### src/rtl/replica_sequencer_if.sv
// Command/status bundle between the replica sequencer and its host plus the replica array.
// The master modport is the sequencer; the slave modport is the host/replica side.
interface replica_sequencer_if;
  // start is a single-cycle request taken only while the sequencer is idle (busy low).
  // No ready is returned: done pulses once per accepted start.
  // stop is a level request that is only honoured while busy.
  logic        start;
  logic        stop;
  logic [31:0] iter_num;
  logic        busy;
  logic        done;
  logic [31:0] iter_count;
  logic        random_run;
  logic [1:0]  opt_command;
  logic [1:0]  c_distance;
  logic [1:0]  c_metropolis;
  logic [1:0]  c_exchange;
  logic        rbank;

  modport master (
    input  start, stop, iter_num,
    output busy, done, iter_count, random_run, opt_command,
           c_distance, c_metropolis, c_exchange, rbank
  );

  modport slave (
    output start, stop, iter_num,
    input  busy, done, iter_count, random_run, opt_command,
           c_distance, c_metropolis, c_exchange, rbank
  );
endinterface

### src/rtl/replica_sequencer.sv
// Per-iteration command scheduler for the replica-exchange salesman array.
// Every command output is registered and decoded from the next state, so it changes only on state boundaries.
module replica_sequencer #(
  parameter int DIST_LAT      = 4,
  parameter int CITY_NUM_LOG  = 3,
  parameter int EXCH_INTERVAL = 2
) (
  input  logic                 clk,
  input  logic                 rst_n,
  replica_sequencer_if.master  seq,
  output logic [2:0]           dbg_state_o
);
  localparam logic [2:0] S_IDLE  = 3'd0;
  localparam logic [2:0] S_RAND  = 3'd1;
  localparam logic [2:0] S_DIST  = 3'd2;
  localparam logic [2:0] S_METRO = 3'd3;
  localparam logic [2:0] S_EXCH  = 3'd4;
  localparam logic [2:0] S_XREP  = 3'd5;
  localparam logic [2:0] S_SWAP  = 3'd6;
  localparam logic [2:0] S_DONE  = 3'd7;

  localparam int CW = ((CITY_NUM_LOG > $clog2(DIST_LAT)) ? CITY_NUM_LOG : $clog2(DIST_LAT)) + 1;
  localparam int IW = $clog2(EXCH_INTERVAL + 1);
  localparam logic [CW-1:0] DIST_LOAD = CW'(DIST_LAT - 1);
  localparam logic [CW-1:0] EXCH_LOAD = CW'((1 << CITY_NUM_LOG) - 1);
  localparam logic [IW-1:0] IVL_LAST  = IW'(EXCH_INTERVAL - 1);

  logic [2:0]    state_q, state_d;
  logic [CW-1:0] cnt_q, cnt_d;
  logic [IW-1:0] ivl_q, ivl_d;
  logic [31:0]   iter_tgt_q, iter_tgt_d;
  logic [31:0]   iter_count_q, iter_count_d;
  logic          phase_q, phase_d;
  logic          stop_q, stop_d;
  logic          rbank_q, rbank_d;
  logic          busy_q, busy_d;
  logic          done_q, done_d;
  logic          rr_q, rr_d;
  logic [1:0]    opt_q, opt_d;
  logic [1:0]    cd_q, cd_d;
  logic [1:0]    cm_q, cm_d;
  logic [1:0]    ce_q, ce_d;
  logic          busy_now;

  assign busy_now = (state_q != S_IDLE) && (state_q != S_DONE);

  always_comb begin
    state_d      = state_q;
    cnt_d        = cnt_q;
    ivl_d        = ivl_q;
    iter_tgt_d   = iter_tgt_q;
    iter_count_d = iter_count_q;
    phase_d      = phase_q;
    stop_d       = stop_q;
    rbank_d      = rbank_q;
    if (busy_now && seq.stop) stop_d = 1'b1;
    case (state_q)
      S_IDLE: begin
        stop_d = 1'b0;
        if (seq.start) begin
          iter_tgt_d   = seq.iter_num;
          iter_count_d = '0;
          ivl_d        = '0;
          phase_d      = 1'b0;
          state_d      = (seq.iter_num == 32'd0) ? S_DONE : S_RAND;
        end
      end
      S_RAND: begin
        state_d = S_DIST;
        cnt_d   = DIST_LOAD;
      end
      S_DIST: begin
        if (cnt_q == '0) state_d = S_METRO;
        else             cnt_d   = cnt_q - CW'(1);
      end
      S_METRO: begin
        state_d = S_EXCH;
        cnt_d   = EXCH_LOAD;
      end
      S_EXCH: begin
        if (cnt_q == '0) state_d = (ivl_q == IVL_LAST) ? S_XREP : S_SWAP;
        else             cnt_d   = cnt_q - CW'(1);
      end
      S_XREP: begin
        phase_d = ~phase_q;
        state_d = S_SWAP;
      end
      S_SWAP: begin
        rbank_d      = ~rbank_q;
        iter_count_d = iter_count_q + 32'd1;
        ivl_d        = (ivl_q == IVL_LAST) ? '0 : ivl_q + IW'(1);
        // A stop raised in this very cycle still counts as pending.
        state_d      = ((iter_count_d == iter_tgt_q) || stop_q || seq.stop) ? S_DONE : S_RAND;
      end
      S_DONE:  state_d = S_IDLE;
      default: state_d = S_IDLE;
    endcase
  end

  always_comb begin
    busy_d = (state_d != S_IDLE) && (state_d != S_DONE);
    done_d = (state_d == S_DONE);
    rr_d   = (state_d == S_RAND);
    opt_d  = busy_d ? (iter_count_d[0] ? 2'd1 : 2'd2) : 2'd0;
    cd_d   = (state_d == S_DIST) ? 2'd1 : 2'd0;
    cm_d   = 2'd0;
    ce_d   = 2'd0;
    if (state_d == S_METRO) cm_d = 2'd1;
    if (state_d == S_EXCH)  ce_d = 2'd1;
    if (state_d == S_XREP) begin
      cm_d = phase_q ? 2'd3 : 2'd2;
      ce_d = phase_q ? 2'd3 : 2'd2;
    end
  end

  always_ff @(posedge clk or negedge rst_n) begin
    if (!rst_n) begin
      state_q      <= S_IDLE;
      cnt_q        <= '0;
      ivl_q        <= '0;
      iter_tgt_q   <= '0;
      iter_count_q <= '0;
      phase_q      <= 1'b0;
      stop_q       <= 1'b0;
      rbank_q      <= 1'b0;
      busy_q       <= 1'b0;
      done_q       <= 1'b0;
      rr_q         <= 1'b0;
      opt_q        <= 2'd0;
      cd_q         <= 2'd0;
      cm_q         <= 2'd0;
      ce_q         <= 2'd0;
    end else begin
      state_q      <= state_d;
      cnt_q        <= cnt_d;
      ivl_q        <= ivl_d;
      iter_tgt_q   <= iter_tgt_d;
      iter_count_q <= iter_count_d;
      phase_q      <= phase_d;
      stop_q       <= stop_d;
      rbank_q      <= rbank_d;
      busy_q       <= busy_d;
      done_q       <= done_d;
      rr_q         <= rr_d;
      opt_q        <= opt_d;
      cd_q         <= cd_d;
      cm_q         <= cm_d;
      ce_q         <= ce_d;
    end
  end

  assign seq.busy         = busy_q;
  assign seq.done         = done_q;
  assign seq.iter_count   = iter_count_q;
  assign seq.random_run   = rr_q;
  assign seq.opt_command  = opt_q;
  assign seq.c_distance   = cd_q;
  assign seq.c_metropolis = cm_q;
  assign seq.c_exchange   = ce_q;
  assign seq.rbank        = rbank_q;
  assign dbg_state_o      = state_q;
endmodule

### src/flat_wrapper.sv
// flat-port wrapper written by rule: the top's interface ports become plain ports
module replica_sequencer_flat 
#(
  parameter int DIST_LAT      = 4,
  parameter int CITY_NUM_LOG  = 3,
  parameter int EXCH_INTERVAL = 2
)
  (clk, rst_n, dbg_state_o, seq_start, seq_stop, seq_iter_num, seq_busy, seq_done, seq_iter_count, seq_random_run, seq_opt_command, seq_c_distance, seq_c_metropolis, seq_c_exchange, seq_rbank);
  replica_sequencer_if seq_i ();
  input  logic clk;
  input  logic rst_n;
  output logic [2:0] dbg_state_o;
  input wire logic [$bits(seq_i.start)-1:0] seq_start;
  input wire logic [$bits(seq_i.stop)-1:0] seq_stop;
  input wire logic [$bits(seq_i.iter_num)-1:0] seq_iter_num;
  output wire logic [$bits(seq_i.busy)-1:0] seq_busy;
  output wire logic [$bits(seq_i.done)-1:0] seq_done;
  output wire logic [$bits(seq_i.iter_count)-1:0] seq_iter_count;
  output wire logic [$bits(seq_i.random_run)-1:0] seq_random_run;
  output wire logic [$bits(seq_i.opt_command)-1:0] seq_opt_command;
  output wire logic [$bits(seq_i.c_distance)-1:0] seq_c_distance;
  output wire logic [$bits(seq_i.c_metropolis)-1:0] seq_c_metropolis;
  output wire logic [$bits(seq_i.c_exchange)-1:0] seq_c_exchange;
  output wire logic [$bits(seq_i.rbank)-1:0] seq_rbank;
  assign seq_i.start = seq_start;
  assign seq_i.stop = seq_stop;
  assign seq_i.iter_num = seq_iter_num;
  assign seq_busy = seq_i.busy;
  assign seq_done = seq_i.done;
  assign seq_iter_count = seq_i.iter_count;
  assign seq_random_run = seq_i.random_run;
  assign seq_opt_command = seq_i.opt_command;
  assign seq_c_distance = seq_i.c_distance;
  assign seq_c_metropolis = seq_i.c_metropolis;
  assign seq_c_exchange = seq_i.c_exchange;
  assign seq_rbank = seq_i.rbank;
  replica_sequencer #(.DIST_LAT(DIST_LAT), .CITY_NUM_LOG(CITY_NUM_LOG), .EXCH_INTERVAL(EXCH_INTERVAL)) u_core (.clk(clk), .rst_n(rst_n), .seq(seq_i), .dbg_state_o(dbg_state_o));
endmodule
### config.mk
export PLATFORM = sky130hd
export DESIGN_NAME = replica_sequencer_flat
export DESIGN_NICKNAME = d
export VERILOG_FILES = /design/src/rtl/replica_sequencer_if.sv /design/src/rtl/replica_sequencer.sv /design/src/flat_wrapper.sv
export SDC_FILE = /design/constraint.sdc
export NUM_CORES = 1
export LEC_CHECK = 0
export CELL_PAD_IN_SITES_DETAIL_PLACEMENT = 1
export CELL_PAD_IN_SITES_GLOBAL_PLACEMENT = 1
export CORE_UTILIZATION = 40
export CTS_BUF_LIST = sky130_fd_sc_hd__clkbuf_16
export DETAILED_ROUTE_END_ITERATION = 10
export DONT_BUFFER_PORTS = 1
export PLACE_DENSITY_LB_ADDON = 0.1
export SLEW_MARGIN = 25
export SYNTH_ARGS = -nofsm -noshare
export SYNTH_HDL_FRONTEND = slang
export SYNTH_SLANG_ARGS = --single-unit
### constraint.sdc
create_clock -name clk -period 3.85 [get_ports clk]
set_clock_uncertainty 0.1 [all_clocks]
set_input_delay 0.77 -clock clk [delete_from_list [all_inputs] [get_ports clk]]
set_output_delay 0.77 -clock clk [all_outputs]
set_load 0.01 [all_outputs]
==> flow_metrics.env <==
export IMPL_p_leak_nw=2.35
export IMPL_synth_area_um2=5090
export IMPL_first_pass_iters=4
export IMPL_setup_viol=0
export IMPL_synth_edf_count=0
export IMPL_clock_latency_ns=0.35
export IMPL_arrival_ns=3.40
export IMPL_drt_iter0_markers=221
export IMPL_period_share_pct=85.0
export IMPL_cp_data_required_time_ns=3.98
export IMPL_die_y_um=115
export IMPL_hp_class="in -> async"
export IMPL_grt_pass1_vias=4678
export IMPL_critPathLaunchType="register"
export IMPL_antenna_cells=0
export IMPL_final_cell_mix="nand2_1, dfrtp_1, o21ai_0"
export IMPL_status="finished clean"
export IMPL_gp_congestion=0.879
export IMPL_dieArea_um2=13200
export IMPL_maxCapViolations=0
export IMPL_ant_nets=0
export IMPL_synthDistinctLibCells=66
export IMPL_critPathKind="reg -> reg"
export IMPL_synthFlopType="dfrtp_1"
export IMPL_synthToLayoutAreaGrowth_pct=9.63
export IMPL_initial_core_util_pct=41.7
export IMPL_io_pins=83
export IMPL_grt_antenna_before_repair=0
export IMPL_synth_top_area_share_pct=41.8
export IMPL_peakVddDrop_mv=0.331
export IMPL_synth_area_leaders="dfrtp_1, nand2_1, xnor2_1, o21ai_0, mux2_2"
export IMPL_drive_gt1_share_pct=10.8
export IMPL_max_slew_margin_pct=46.5
export IMPL_tritoncts="yes"
export IMPL_numCtsBuffers=9
export IMPL_dpl_hpwl_mm=11.5
export IMPL_drc=0
export IMPL_grt_max_degree=75
export IMPL_period_needed_ns=3.27
export IMPL_final_common_cell="nand2_1"
export IMPL_fin_nets=605
export IMPL_max_clock_freq_mhz=306
export IMPL_track_usage_pct=26.1
export IMPL_num_rows=40
export IMPL_vias_per_cell=5.98
export IMPL_r2r_start="u_core.seq.iter_count[0]"
export IMPL_ys_seq_area_share_pct=41.8
export IMPL_hold_viol_final=0
export IMPL_worst_slew_pin_slew_ns=0.803
export IMPL_rsz0062_at_grt="no"
export IMPL_cts_root_buf="clkbuf_16"
export IMPL_cts_buffer_depth=2
export IMPL_final_cells=740
export IMPL_htreeDepth=3
export IMPL_die_w_um=115
export IMPL_synthArstFlopShare_pct=100
export IMPL_port_buffers=0
export IMPL_powerDensity_nw_per_um2=716
export IMPL_tns_ns=0
export IMPL_design_core_area_um2=12200
export IMPL_clkTransAtPathRegs_ns=0.07
export IMPL_finalMaxSlewViolations=0
export IMPL_gr_total_overflow=0
export IMPL_clkSinkCount=85
export IMPL_wire_per_inst_um=21.7
export IMPL_ys_warn_count=0
export IMPL_dp_cells=723
export IMPL_synth_cells=579
export IMPL_cts_resized=0
export IMPL_hold_slack_ns=0.0123
export IMPL_synth_top_cell_by_area="dfrtp_1"
export IMPL_syn_nets=617
export IMPL_worst_setup_path_end_kind="register"
export IMPL_synth_seq_cells=85
export IMPL_drt_total_wl_mm=16.0
export IMPL_grt_pass1_wl_mm=26.0
export IMPL_r2r_slack_ns=0.58
export IMPL_critical_path_max_fanout=7
export IMPL_num_vias=4425
export IMPL_r2r_cells=9
export IMPL_power_mw=4.00
export IMPL_synth_avg_cell_area_um2=8.80
export IMPL_r2r_end="u_core.seq.opt_command[0]"
[worst max path at each step]
| stage | start | to | slack [ns] | depth (start not counted) |
|---|---|---|---|---|
| floorplan | u_core.seq.iter_count[0] | u_core.seq.busy | 1.19 | 9 |
| global placement | seq_iter_num[26] | u_core.seq.opt_command[0] | 0.64 | 7 |
| detailed placement | u_core.seq.iter_count[0] | u_core.seq.opt_command[0] | 0.60 | 9 |
| CTS | u_core.seq.iter_count[0] | u_core.seq.opt_command[0] | 0.60 | 9 |
| global route | u_core.seq.iter_count[0] | u_core.seq.opt_command[0] | 0.38 | 9 |
| finish | u_core.seq.iter_count[0] | u_core.seq.opt_command[0] | 0.58 | 9 |
[power breakdown]
part	switching [mW]	total [mW]	internal, mW
clock network	0.384	1.02	0.632
registers	0.327	1.50	1.17
logic	0.862	1.48	0.623
total	1.57	4.00	2.42
[critical path, stage by stage (launching register included)]
cell      delay (ns)
dfrtp_1         0.51
ha_1            0.33
nand2_1         0.22
nor2_1          0.44
nand2_1         0.15
a2111o_1        0.45
nor4_1          0.35
o2111a_1        0.31
a21o_1          0.21
nor3b_2         0.07
[registers in the layout, indices dropped and copies added, names as in the netlist]
name / cells
u_core.seq.c_distance: 1
u_core.seq.rbank: 1
u_core.seq.opt_command: 2
u_core.phase_q: 1
u_core.seq.c_metropolis: 1
u_core.stop_q: 1
u_core.seq.c_exchange: 2
u_core.seq.busy: 1
u_core.iter_tgt_q: 32
u_core.seq.iter_count: 32
u_core.dbg_state_o: 3
u_core.seq.done: 1
u_core.seq.random_run: 1
u_core.cnt_q: 4
u_core.ivl_q: 2
[per-layer routing]
layer / part of all wire, % / routed length, µm / vias to the layer above / track usage, %
li1: - / - / 2055 / -
met1: 44 / 7120 / 2231 / 33.8
met2: 48 / 7750 / 105 / 42.6
met3: 4.3 / 694 / 34 / 5.38
met4: 2.9 / 466 / 0 / 11.2
met5: 0 / 0 / - / 0
[synthesized netlist by cell type, types with 4 or more instances]
library cell and number:
nor4_1 15, buf_2 7, and3_1 14, inv_1 6, nor2_1 42, nand4_1 14
o22ai_1 5, dfrtp_1 85, clkbuf_1 22, mux2_2 20, nand3_1 21, nand2_1 88
a21oi_1 32, o31ai_1 10, nor3_1 10, xor2_1 15, o21a_1 4, a31oi_1 8
nand2b_1 6, nor2b_1 6, xnor2_1 29, or3_1 4, o21ai_0 48
[what timing repair did]
item | CTS | global route
setup buffers | 0 | 0
endpoints found under the hold margin | 12 | 0
endpoints found under the setup margin | 0 | 0
hold buffers | 1 | 0
[logic make-up (layout without fill, tap and decap cells)]
logic type	Yosys count	after routing	synth area share, %
other	1	1	0.0736
flip-flops	85	85	41.8
AND/OR/NAND/NOR	251	251	25.8
AO/OA/AOI/OAI	133	133	16.1
multiplexers	22	22	4.82
XOR/XNOR	44	44	7.57
adder cells (fa/ha/maj)	2	2	0.491
buffers and inverters	41	34	3.42
[final cells by class]
type | instances | area (µm²)
tap | 168 | 210
inverter | 6 | 22.5
clock buffer | 9 | 225
sequential | 85 | 2130
multi-input combinational | 453 | 2790
clock inverter | 7 | 114
fill | 1469 | 6630
timing repair buffer | 12 | 92.6
[through the flow]
| stage | util [%] | area [µm²] | setup slack (ns) |
|---|---|---|---|
| detailed placement | 42.9 | 5230 | 0.602 |
| global route | 45.7 | 5580 | 0.383 |
| global placement | 42.9 | 5230 | 0.638 |
| CTS | 45.7 | 5580 | 0.596 |
| floorplan | - | 5090 | 1.19 |
| finish | 45.7 | 5580 | 0.578 |
No activity file was read; power rests on OpenSTA's default activity.
